`config.mk`:
```
export PLATFORM = sky130hd
export DESIGN_NAME = sipo_deser_flat
export DESIGN_NICKNAME = d
export VERILOG_FILES = /design/src/rtl/sipo_deser_if.sv /design/src/rtl/sipo_deser.sv /design/src/flat_wrapper.sv
export SDC_FILE = /design/constraint.sdc
export NUM_CORES = 1
export LEC_CHECK = 0
export BUFFER_PORTS_ARGS = -buffer_cell sky130_fd_sc_hd__buf_2
export CORE_MARGIN = 2
export CORE_UTILIZATION = 42
export CTS_CLUSTER_SIZE = 25
export DETAILED_ROUTE_END_ITERATION = 16
export GPL_TIMING_DRIVEN = 0
export PLACE_DENSITY = 0.67
export SLEW_MARGIN = 10
export SYNTH_ARGS = -nofsm -noshare
export SYNTH_HDL_FRONTEND = slang
export SYNTH_SLANG_ARGS = --single-unit
```
`constraint.sdc`:
```
create_clock -name clk -period 3.1 [get_ports clk]
set_clock_uncertainty 0.1 [all_clocks]
set_input_delay 0.465 -clock clk [delete_from_list [all_inputs] [get_ports clk]]
set_output_delay 0.465 -clock clk [all_outputs]
set_load 0.02 [all_outputs]
```
`src/rtl/sipo_deser_if.sv`:
```
// sipo_deser_if: serial-in side and parallel valid/ready side of the
// deserialiser, grouped for connection as a single port.
//   slave  : the deserialiser (takes sin/sin_valid/sin_start/q_ready/ovr_clr,
//            drives q/q_valid/overrun/bit_cnt)
//   master : the environment (serial source plus word consumer)
interface sipo_deser_if #(
  parameter int WIDTH = 4
);
  localparam int CW = $clog2(WIDTH + 1);

  logic             sin;
  logic             sin_valid;
  logic             sin_start;
  logic [WIDTH-1:0] q;
  logic             q_valid;
  logic             q_ready;
  logic             overrun;
  logic             ovr_clr;
  logic [CW-1:0]    bit_cnt;

  modport slave (
    input  sin, sin_valid, sin_start, q_ready, ovr_clr,
    output q, q_valid, overrun, bit_cnt
  );

  modport master (
    output sin, sin_valid, sin_start, q_ready, ovr_clr,
    input  q, q_valid, overrun, bit_cnt
  );
endinterface

```
`src/rtl/sipo_deser.sv`:
```
// sipo_deser: serial-in, parallel-out receiver for the LSB-first,
// one-bit-per-strobe serial link. Collects WIDTH qualified bits into a word,
// holds it on a valid/ready interface and flags a sticky overrun when a
// completed word has to be dropped because the consumer is stalling.
// Ports:
//   clk    : clock, all state changes on the rising edge
//   reset  : synchronous, active-high
//   bus    : sipo_deser_if.slave (sin, sin_valid, sin_start, q, q_valid,
//            q_ready, overrun, ovr_clr, bit_cnt)
module sipo_deser #(
  parameter int WIDTH     = 4,
  parameter bit MSB_FIRST = 1'b0
) (
  input  logic         clk,
  input  logic         reset,
  sipo_deser_if.slave  bus
);
  localparam int CW = $clog2(WIDTH + 1);

  logic [WIDTH-1:0] shreg_q, shreg_d;
  logic [CW-1:0]    bit_cnt_q, bit_cnt_d;
  logic [WIDTH-1:0] q_q, q_d;
  logic             q_valid_q, q_valid_d;
  logic             overrun_q, overrun_d;
  logic             word_done;
  logic             ovr_set;

  always_comb begin
    shreg_d   = shreg_q;
    bit_cnt_d = bit_cnt_q;
    q_d       = q_q;
    q_valid_d = q_valid_q;
    word_done = 1'b0;
    ovr_set   = 1'b0;

    if (bus.sin_valid) begin
      if (MSB_FIRST)
        shreg_d = {shreg_q[WIDTH-2:0], bus.sin};
      else
        shreg_d = {bus.sin, shreg_q[WIDTH-1:1]};

      // A start-flagged bit is always bit 0 of a new word; stale register
      // contents are shifted out before the word can complete.
      if (bus.sin_start) begin
        bit_cnt_d = CW'(1);
      end else if (bit_cnt_q == CW'(WIDTH - 1)) begin
        bit_cnt_d = '0;
        word_done = 1'b1;
      end else begin
        bit_cnt_d = bit_cnt_q + CW'(1);
      end
    end else if (bus.sin_start) begin
      bit_cnt_d = '0;
    end

    if (word_done) begin
      // Free slot, or the held word is leaving on this same edge.
      if (!q_valid_q || bus.q_ready) begin
        q_d       = shreg_d;
        q_valid_d = 1'b1;
      end else begin
        ovr_set   = 1'b1;
      end
    end else if (q_valid_q && bus.q_ready) begin
      q_valid_d = 1'b0;
    end

    // Set has priority over clear.
    overrun_d = ovr_set | (overrun_q & ~bus.ovr_clr);
  end

  always_ff @(posedge clk) begin
    if (reset) begin
      shreg_q   <= '0;
      bit_cnt_q <= '0;
      q_q       <= '0;
      q_valid_q <= 1'b0;
      overrun_q <= 1'b0;
    end else begin
      shreg_q   <= shreg_d;
      bit_cnt_q <= bit_cnt_d;
      q_q       <= q_d;
      q_valid_q <= q_valid_d;
      overrun_q <= overrun_d;
    end
  end

  assign bus.q       = q_q;
  assign bus.q_valid = q_valid_q;
  assign bus.overrun = overrun_q;
  assign bus.bit_cnt = bit_cnt_q;
endmodule

```
`src/flat_wrapper.sv`:
```
// flat-port wrapper written by rule: the top's interface ports become plain ports
module sipo_deser_flat 
#(
  parameter int WIDTH     = 4,
  parameter bit MSB_FIRST = 1'b0
)
  (clk, reset, bus_sin, bus_sin_valid, bus_sin_start, bus_q_ready, bus_ovr_clr, bus_q, bus_q_valid, bus_overrun, bus_bit_cnt);
  sipo_deser_if #(.WIDTH(WIDTH)) bus_i ();
  input  logic clk;
  input  logic reset;
  input wire logic [$bits(bus_i.sin)-1:0] bus_sin;
  input wire logic [$bits(bus_i.sin_valid)-1:0] bus_sin_valid;
  input wire logic [$bits(bus_i.sin_start)-1:0] bus_sin_start;
  input wire logic [$bits(bus_i.q_ready)-1:0] bus_q_ready;
  input wire logic [$bits(bus_i.ovr_clr)-1:0] bus_ovr_clr;
  output wire logic [$bits(bus_i.q)-1:0] bus_q;
  output wire logic [$bits(bus_i.q_valid)-1:0] bus_q_valid;
  output wire logic [$bits(bus_i.overrun)-1:0] bus_overrun;
  output wire logic [$bits(bus_i.bit_cnt)-1:0] bus_bit_cnt;
  assign bus_i.sin = bus_sin;
  assign bus_i.sin_valid = bus_sin_valid;
  assign bus_i.sin_start = bus_sin_start;
  assign bus_i.q_ready = bus_q_ready;
  assign bus_i.ovr_clr = bus_ovr_clr;
  assign bus_q = bus_i.q;
  assign bus_q_valid = bus_i.q_valid;
  assign bus_overrun = bus_i.overrun;
  assign bus_bit_cnt = bus_i.bit_cnt;
  sipo_deser #(.WIDTH(WIDTH), .MSB_FIRST(MSB_FIRST)) u_core (.clk(clk), .reset(reset), .bus(bus_i));
endmodule
```
# Word level (Yosys, flattened, before mapping)
# Cells that the tools add are included.
[classes] n_eq_ne=2 bitwise=3 reduce_logical=7 mux=13 add_sub_neg=1
[op_table] op="3-bit 2-to-1 mux" n=4
[op_table] op="1-bit 2-to-1 mux" n=8
[op_table] op="4-bit 2-to-1 mux" n=1
[op_table] op="2-bit AND reduction" n=2
[op_table] op="2-bit nonzero test" n=2
[op_table] op="3-bit by 1-bit adder with 3-bit output, second input constant" n=1
[op_table] op="3-bit by 2-bit equality test with 1-bit output, second input constant" n=1
[op_table] op="2-bit != test, second input constant" n=1
[op_table] op="1-bit AND" n=1
[op_table] op="1-bit logical AND" n=1
[op_table] op="1-bit zero test" n=1
[op_table] op="1-bit logical OR" n=1
[op_table] op="1-bit NOT" n=1
[op_table] op="1-bit OR" n=1
[totals] register_bits=13 out_inout_bits=9 in_bits=7

# Logic depth before layout (Yosys ltp)
# Gate-level depths: netlist of the first run.
[logic_depth] ltp_word=6 mapped_depth=4

# Least setup slack after synthesis of the first run
# OpenSTA, ideal clock, no wires.
[synth_path] path_type="reg-to-reg" startpoint="reg u_core.bit_cnt_q[1] (netlist: u_core.bus.bit_cnt[1])" endpoint="reg u_core.q_q[0] (netlist: u_core.bus.q[0])" setup_ns=0.121 required_time_ns=2.879 path_slack_ns=1.590 arrival_time_ns=1.288 path_stages_with_launch=5 n_path_buf=0 path_cell_list="dfxtp_1 > ha_1 > and4bb_4 > nand2_4 > mux2_4"
[synth_between] elab_chain_cells=5
[synth_lines] item="from (decl)" line="sipo_deser.sv:21" source="logic [CW-1:0] bit_cnt_q, bit_cnt_d;"
[synth_lines] item="from (signal assigned)" line="sipo_deser.sv:81" source="bit_cnt_q <= bit_cnt_d;"
[synth_lines] item="3-bit by 2-bit equality test with 1-bit output" line="sipo_deser.sv:46" source="end else if (bit_cnt_q == CW'(WIDTH - 1)) begin"
[synth_lines] item="1-bit 2-to-1 mux" line="sipo_deser.sv:46"
[synth_lines] item="1-bit 2-to-1 mux" line="sipo_deser.sv:44" source="if (bus.sin_start) begin"
[synth_lines] item="1-bit 2-to-1 mux" line="sipo_deser.sv:36" source="if (bus.sin_valid) begin"
[synth_lines] item="2-bit AND reduction (no line)"
[synth_lines] item="to (signal assigned)" line="sipo_deser.sv:82" source="q_q <= q_d;"
[synth_lines] item="to (decl)" line="sipo_deser.sv:22" source="logic [WIDTH-1:0] q_q, q_d;"
# No other way between the ends.
# A chain may end at the register's enable or synchronous reset.

# Final worst setup path of the first run
[layout_path] startpoint="reg u_core.bit_cnt_q[0] (netlist: u_core.bus.bit_cnt[0])" endpoint="reg u_core.q_q[3] (netlist: u_core.bus.q[3])"
# The elaborated chain is that of the path after synthesis.

==> results of run 1 <==
-- power groups by stage --
stage	registers, mW	logic [mW]	clock network (mW)
final	0.172	0.0221	0.101
after detailed placement	0.176	0.0223	0
after floorplan	0.177	0.0130	0
after CTS	0.172	0.0224	0.106
after global routing	0.172	0.0245	0.115
after global placement	0.175	0.0219	0
-- layout make-up --
class	instances	area [um^2]
fill	124	603
multi-input combinational	34	270
sequential	13	260
timing repair buffer	14	70.1
clock buffer	4	26.3
tap	15	18.8
buffer	2	16.3
inverter	1	3.75
-- worst reg2reg max path: cells and delay by family (launching register included) --
kind | cells | cell delay, ps
AND/OR/NAND/NOR | 2 | 380
adder cells (fa/ha/maj) | 1 | 200
multiplexers | 1 | 300
flip-flops | 1 | 350
-- state kept, by name, indices dropped and copies added, names as in the netlist --
signal / cells
u_core.bus.overrun: 1
u_core.bus.q_valid: 1
u_core.bus.q: 4
u_core.bus.bit_cnt: 3
u_core.shreg_q: 4
-- final timing paths --
path	startpoint	to	depth (start not counted)
worst max-delay path	u_core.bus.bit_cnt[0]	u_core.bus.q[3]	4
worst min-delay path	bus_sin_start	u_core.bus.bit_cnt[1]	2
worst max register to register	u_core.bus.bit_cnt[0]	u_core.bus.q[3]	4
worst min register to register	u_core.bus.bit_cnt[2]	u_core.bus.bit_cnt[2]	2
-- layer usage --
layer  global-route usage (%)  up-vias  part of all wire, %
li1                         -      203                    -
met1                     15.0      172                   47
met2                     16.9       14                   44
met3                     3.33        0                  8.6
met4                     7.50        0                    0
met5                        0        -                    0
-- cells in the final DEF (no fill, tap or decap), types with 2 or more instances in the layout --
master,count
mux2i_1,4
clkbuf_4,3
nor2b_1,5
a21oi_1,3
buf_2,15
nand2b_1,2
dfxtp_1,13
nor3_1,2
nor2_1,5
mux2_4,4
-- cell families after synthesis --
logic type                 Yosys count  share of synthesized area, %
muxes                                8                          18.2
adders and majority gates            1                          2.27
and+or+nand+nor                     20                          23.2
xor gates and xnor gates             1                          1.59
buffers and inverters                3                          3.63
AOI/OAI and AO/OA                    4                          3.86
DFF                                 13                          47.3
-- metrics by stage --
step | instance area, um^2 | hold WS [ps] | cells
5_1_grt | 666 | 304 | 83
2_1_floorplan | 551 | 375 | 50
3_5_place_dp | 639 | 363 | 79
3_3_place_gp | 639 | 342 | 79
4_1_cts | 666 | 295 | 83
6_report | 666 | 303 | 83
==> metrics.md, run 1 <==
| Metric | Value |
|---|---|
| Switching power | `64.6 uW` |
| Status | `finished, final reports clean` |
| Async set or reset register ratio after synthesis | `0%` |
| Number of global-route vias before repair | `306` |
| Setup Slack @ Placement | `1530 ps` |
| Num rows | `13` |
| Post-DRT Antenna Nets | `0` |
| Utilization after layout | `52.5%` |
| Peak VDD IR | `228 uV` |
| Crit path buf inv count | `0` |
| Most common cell in the synthesized netlist | `dfxtp_1` |
| Root Buffer | `clkbuf_4` |
| Average vias per placed instance | `4.69` |
| DR WL/cell | `10.5 um` |
| Worst R2R Setup Slack | `1670 ps` |
| Top cells by count, synth | `13 x dfxtp_1, 5 x nor2_1, 5 x nor2b_1` |
| Post-synthesis sequential area ratio | `47.3%` |
| Worst-Skew Late Latency | `270 ps` |
| RSZ-0062 raised after global routing | `false` |
| Pins Over Slew Limit | `0` |
| Hold buffers post-CTS | `0` |
| DR vias | `389` |
| Initial antenna violation count | `0` |
| Worst Hold Class | `input port to flop` |
| Pleak | `0.317 nW` |
| Setup Buffers After CTS | `0` |
| Share of cells above drive strength 1 | `38.2%` |
| Die W | `40.2 um` |
| Arr. time, crit path | `1490 ps` |
| Cell family with most CP delay | `simple AND/OR/NAND/NOR gates` |
| Predominant post-synthesis flop cell | `dfxtp_1` |
| Pwr dens | `443 nW/um^2` |
| Cell breakdown of the critical path | `ha_1 -> and4bb_4 -> nand2_4 -> mux2_4` |
| HPWL after detailed placement | `633 um` |
| Critical Path Fanout Max | `4` |
| P_int | `230 uW` |
| Endpoints failing hold | `0` |
| I/O Pins | `16` |
| Clock tree buffer depth | `2` |
| Fin worst setup slack | `1670 ps` |
| Final net count | `77` |
| Avg Cell Area, Syn | `11.0 um^2` |
| Clock sink count | `13` |
| Worst Tran Pin Value | `182 ps` |
| Tot Pwr | `295 uW` |
| Yosys cell types | `20` |
| CTS clk-pin slew, worst paths | `70 ps` |
| Initial Util | `43.4%` |
| I/O Buffers | `14` |
| Worst path required time | `3160 ps` |
| Switching Fraction | `21.9%` |
| Largest net degree at the start of global routing | `11` |
| Initial DRC Count | `2` |
| Synth Net Count | `58` |
| Flop pwr share | `58.2%` |
| PostCTS Resize Cnt | `0` |
| Crit start category | `flop` |
| Clock power frac | `34.3%` |
| Setup Viol. Count Final | `0` |
| Yosys reg bits | `13` |
| Syn. warnings | `0` |
| Final period util | `46.1%` |
| Period minus WS final | `1430 ps` |
| Max Cap Viol | `0` |
| Number of synthesized flops with an enable pin | `0` |
| CTS Buf Count | `3` |
| Fmax | `699 MHz` |
| Post-synthesis cell count | `50` |
| Setup CP Type | `flop to flop` |
| CTS H-tree lvls | `1` |
| Comb pwr share | `7.5%` |
| Area grow syn2layout | `20.9%` |
| Total die area | `1620 um^2` |
| CTS tree | `done` |
| Final WL | `872 um` |
| Total GRT Usage | `11.7%` |
| DIE HEIGHT | `40.2 um` |
| Core box area | `1270 um^2` |
| Crit-path max cell delay | `350 ps` |
| Leading post-synthesis cells by cell area | `dfxtp_1 47%, mux2_4 11%, mux2i_1 7.3%` |
| First-pass GRT wire length | `1220 um` |
| Largest area contributor in the synthesized netlist | `dfxtp_1` |
| Crit end category | `flop` |
| Setup TNS | `0 ps` |
| Grt total ovfl | `0` |
| Slew headroom | `87.9%` |
| Synth top area share | `47.3%` |
| Routability cong. | `0.637` |
| DRC viols | `0` |
| ANT cells | `0` |
| Drt first pass iters | `2` |
| CP max stage cell | `dfxtp_1` |
| Area of the mapped netlist | `551 um^2` |
(Power assumes the default switching activity.)
==> run 2, diff against run 1 <==
--- a/config.mk
+++ b/config.mk
@@ -5,13 +5,14 @@
 export SDC_FILE = /design/constraint.sdc
 export NUM_CORES = 1
 export LEC_CHECK = 0
+export ABC_AREA = 1
 export BUFFER_PORTS_ARGS = -buffer_cell sky130_fd_sc_hd__buf_2
 export CORE_MARGIN = 2
 export CORE_UTILIZATION = 42
 export CTS_CLUSTER_SIZE = 25
 export DETAILED_ROUTE_END_ITERATION = 16
 export GPL_TIMING_DRIVEN = 0
-export PLACE_DENSITY = 0.67
+export PLACE_DENSITY = 0.68
 export SLEW_MARGIN = 10
 export SYNTH_ARGS = -nofsm -noshare
 export SYNTH_HDL_FRONTEND = slang
==> constraint.sdc (replaced) <==
create_clock -name clk -period 1.1 [get_ports clk]
set_clock_uncertainty 0.1 [all_clocks]
set_input_delay 0.165 -clock clk [delete_from_list [all_inputs] [get_ports clk]]
set_output_delay 0.165 -clock clk [all_outputs]
set_load 0.02 [all_outputs]
==> metrics.md, run 2 <==
| Metric | Value |
|---|---|
| CTS Buf Count | `3 (unchanged)` |
| CTS H-tree lvls | `1 (unchanged)` |
| Area grow syn2layout | `26.6% (was 20.9%)` |
| Clock tree buffer depth | `2 (unchanged)` |
| DR WL/cell | `9.18 um (was 10.5 um)` |
| Setup TNS | `-50.3 ps (was 0 ps)` |
| Initial DRC Count | `2 (unchanged)` |
| Root Buffer | `clkbuf_4 (unchanged)` |
| Grt total ovfl | `0 (unchanged)` |
| Worst-Skew Late Latency | `270 ps (about the same)` |
| Final period util | `102% (was 46.1%)` |
| Post-DRT Antenna Nets | `0 (unchanged)` |
| Fill cells | `151 (was 124)` |
| Pwr dens | `1080 nW/um^2 (was 443 nW/um^2)` |
| Slew headroom | `88.3% (was 87.9%)` |
| Fmax | `892 MHz (was 699 MHz)` |
| Dpl cells | `117 (was 79)` |
| Hold slack | `13.1 ps (was 303 ps)` |
| Final std cells w/o fill | `123 (was 83)` |
| CTS clk-pin slew, worst paths | `70 ps (about the same)` |
| Core box area | `1470 um^2 (was 1270 um^2)` |
| Switching Fraction | `24.7% (was 21.9%)` |
| Hold buffers post-CTS | `0 (unchanged)` |
| Total die area | `1870 um^2 (was 1620 um^2)` |
| Average vias per placed instance | `4.53 (was 4.69)` |
| Setup CP Type | `flop to flop (unchanged)` |
| Period minus WS final | `1120 ps (was 1430 ps)` |
| Routability cong. | `0.735 (was 0.637)` |
| Post-synthesis sequential area ratio | `40.3% (was 47.3%)` |
| Commonest cells after routing, fill and taps aside | `20 x nand2_1, 15 x inv_1, 12 x buf_2, 10 x dfxtp_1, 9 x nor2_1 (was 15 x buf_2, 13 x dfxtp_1, 5 x nor2_1, 5 x nor2b_1)` |
| Multiplexer share of the synthesized area | `0% (was 18.2%)` |
| Utilization after layout | `55.5% (was 52.5%)` |
| Crit end category | `flop (unchanged)` |
| Pleak | `0.399 nW (was 0.317 nW)` |
| Setup Slack @ Placement | `-39.7 ps (was 1530 ps)` |
| Setup Viol. Count Final | `4 (was 0)` |
| Worst Tran Pin Value | `176 ps (was 182 ps)` |
| Crit path buf inv count | `2 (was 0)` |
| Num rows | `14 (was 13)` |
| Number of synthesized flops with an enable pin | `0 (unchanged)` |
| Area of placed instances | `751 um^2 (was 639 um^2)` |
| Flop pwr share | `55.2% (was 58.2%)` |
| Worst path required time | `1210 ps (was 3160 ps)` |
| DIE HEIGHT | `43.2 um (was 40.2 um)` |
| Fin worst setup slack | `-21.4 ps (was 1670 ps)` |
| Synth Area in Adders | `1.94% (was 2.27%)` |
| Status | `finished, violations left (was finished, final reports clean)` |
| Max Cap Viol | `0 (unchanged)` |
| Synth Area in XOR/XNOR | `0% (was 1.59%)` |
| I/O Pins | `16 (unchanged)` |
| Area of the mapped netlist | `646 um^2 (was 551 um^2)` |
| CP max stage cell | `dfxtp_4 (was dfxtp_1)` |
| Comb pwr share | `12.6% (was 7.5%)` |
| Switching power | `218 uW (was 64.6 uW)` |
| Post-synthesis compound-gate area fraction | `3.88% (was 3.86%)` |
| Clock power frac | `32.3% (was 34.3%)` |
| Worst Hold Class | `input port to flop (unchanged)` |
| P_int | `663 uW (was 230 uW)` |
| Number of global-route vias before repair | `522 (was 306)` |
| Arr. time, crit path | `1230 ps (was 1490 ps)` |
| Most common cell after layout, fill and taps aside | `nand2_1 (was buf_2)` |
| Avg Cell Area, Syn | `7.34 um^2 (was 11.0 um^2)` |
| Failing checks | `setup timing` |
| Final net count | `116 (was 77)` |
| Pins Over Slew Limit | `0 (unchanged)` |
| Yosys cell types | `17 (was 20)` |
| RSZ-0062 raised after global routing | `true (was false)` |
| Tot Pwr | `881 uW (was 295 uW)` |
| Largest net degree at the start of global routing | `10 (was 11)` |
| ANT cells | `0 (unchanged)` |
| RR Startpoint | `u_core.bus.bit_cnt[0] (unchanged)` |
| First-pass GRT wire length | `2110 um (was 1220 um)` |
| Peak VDD IR | `679 uV (was 228 uV)` |
| Post-Synth Simple-Gate Area | `39.0% (was 23.2%)` |
| Cell family with most CP delay | `flip-flops (was simple AND/OR/NAND/NOR gates)` |
| DR vias | `557 (was 389)` |
| Clock sink count | `13 (unchanged)` |
| I/O Buffers | `13 (was 14)` |
| Largest area contributor in the synthesized netlist | `dfxtp_1 (unchanged)` |
| Predominant post-synthesis flop cell | `dfxtp_1 (unchanged)` |
| Post-synthesis cell count | `88 (was 50)` |
| Synth Net Count | `96 (was 58)` |
| Cell breakdown of the critical path | `ha_4 -> inv_4 -> nor2_8 -> nand3_4 -> nand2_1 -> inv_1 -> nor2_2 (was ha_1 -> and4bb_4 -> nand2_4 -> mux2_4)` |
| Async set or reset register ratio after synthesis | `0% (unchanged)` |
| HPWL after detailed placement | `879 um (was 633 um)` |
| Total GRT Usage | `15.4% (was 11.7%)` |
| Critical Path Fanout Max | `5 (was 4)` |
| Largest family of logic cells by synthesized area | `simple AND/OR/NAND/NOR gates (unchanged)` |
| Share of cells above drive strength 1 | `36.4% (was 38.2%)` |
| Initial antenna violation count | `0 (unchanged)` |
| Hold_sp | `bus_sin_valid (was bus_sin_start)` |
| DRC viols | `0 (unchanged)` |
| Top cells by count, synth | `22 x nand2_1, 17 x inv_1, 13 x dfxtp_1 (was 13 x dfxtp_1, 5 x nor2_1, 5 x nor2b_1)` |
| Syn. warnings | `0 (unchanged)` |
| Initial Util | `43.9% (was 43.4%)` |
| Leading post-synthesis cells by cell area | `dfxtp_1 40%, nand2_1 13%, inv_1 9.9% (was dfxtp_1 47%, mux2_4 11%, mux2i_1 7.3%)` |
| Crit start category | `flop (unchanged)` |
| Die W | `43.2 um (was 40.2 um)` |
| Most common cell in the synthesized netlist | `nand2_1 (was dfxtp_1)` |
| Crit-path max cell delay | `370 ps (was 350 ps)` |
| Synth top area share | `40.3% (was 47.3%)` |
| Yosys reg bits | `13 (unchanged)` |
| Crit path from | `u_core.bus.bit_cnt[0] (unchanged)` |
| Endpoints failing hold | `0 (unchanged)` |
| CTS tree | `done (unchanged)` |
| Post-route design area | `817 um^2 (was 666 um^2)` |
| Drt first pass iters | `4 (was 2)` |
| Final WL | `1130 um (was 872 um)` |
[run 2: changes by cell type in the layout (fill, tap and decap cells not counted), sizes merged, moves of 4 or more]
| cell | before | now |
|---|---|---|
| inv | 1 | 20 |
| mux2 | 4 | 0 |
| mux2i | 4 | 0 |
| nand2 | 2 | 24 |
| nand3 | 0 | 8 |
| nor2 | 5 | 13 |
| nor2b | 5 | 0 |
[run 2: cell type report]
| cell class | instances | area [um^2] | area share [%] |
|---|---|---|---|
| multi-input cells | 53 | 312 | 38.1 |
| flip-flops and latches | 13 | 272 | 33.2 |
| repair buffers | 15 | 88.8 | 10.9 |
| inverters | 20 | 82.6 | 10.1 |
| clock buffers | 4 | 26.3 | 3.22 |
| well taps | 16 | 20.0 | 2.45 |
| plain buffers | 2 | 16.3 | 1.99 |
[run 2: final timing paths]
kind,endpoint,slack (ps),depth (start not counted)
max,u_core.bus.q[2],-20,7
min,u_core.bus.bit_cnt[2],10,2
max reg2reg,u_core.bus.q[2],-20,7
min reg2reg,u_core.bus.overrun,360,2
[run 2: per-layer routing]
metal  vias to the layer above  part of all wire (%)  GRT usage (%)
met5                         -                     0              0
met4                         0                   1.2           7.27
met3                         2                   4.8           6.38
met2                         9                    49           24.2
met1                       247                    45           18.1
li1                        299                     -              -
[run 2: logic make-up after synthesis]
family	count (synthesis)
and+or+nand+nor	47
buffers and inverters	22
DFF	13
AOI/OAI and AO/OA	5
adders and majority gates	1
[run 2: repair_timing]
item                       in CTS  in global routing
gates resized for setup         6                  4
setup endpoints to repair       5                  9
pin swaps                       3                  1
buffers inserted                1                  1
[run 2: power by group through the flow]
stage | clock (mW) | combinational (mW) | sequential, mW
2_1_floorplan | 0 | 0.0724 | 0.505
3_3_place_gp | 0 | 0.103 | 0.500
3_5_place_dp | 0 | 0.105 | 0.501
4_1_cts | 0.301 | 0.111 | 0.486
5_1_grt | 0.317 | 0.127 | 0.487
6_report | 0.284 | 0.111 | 0.486
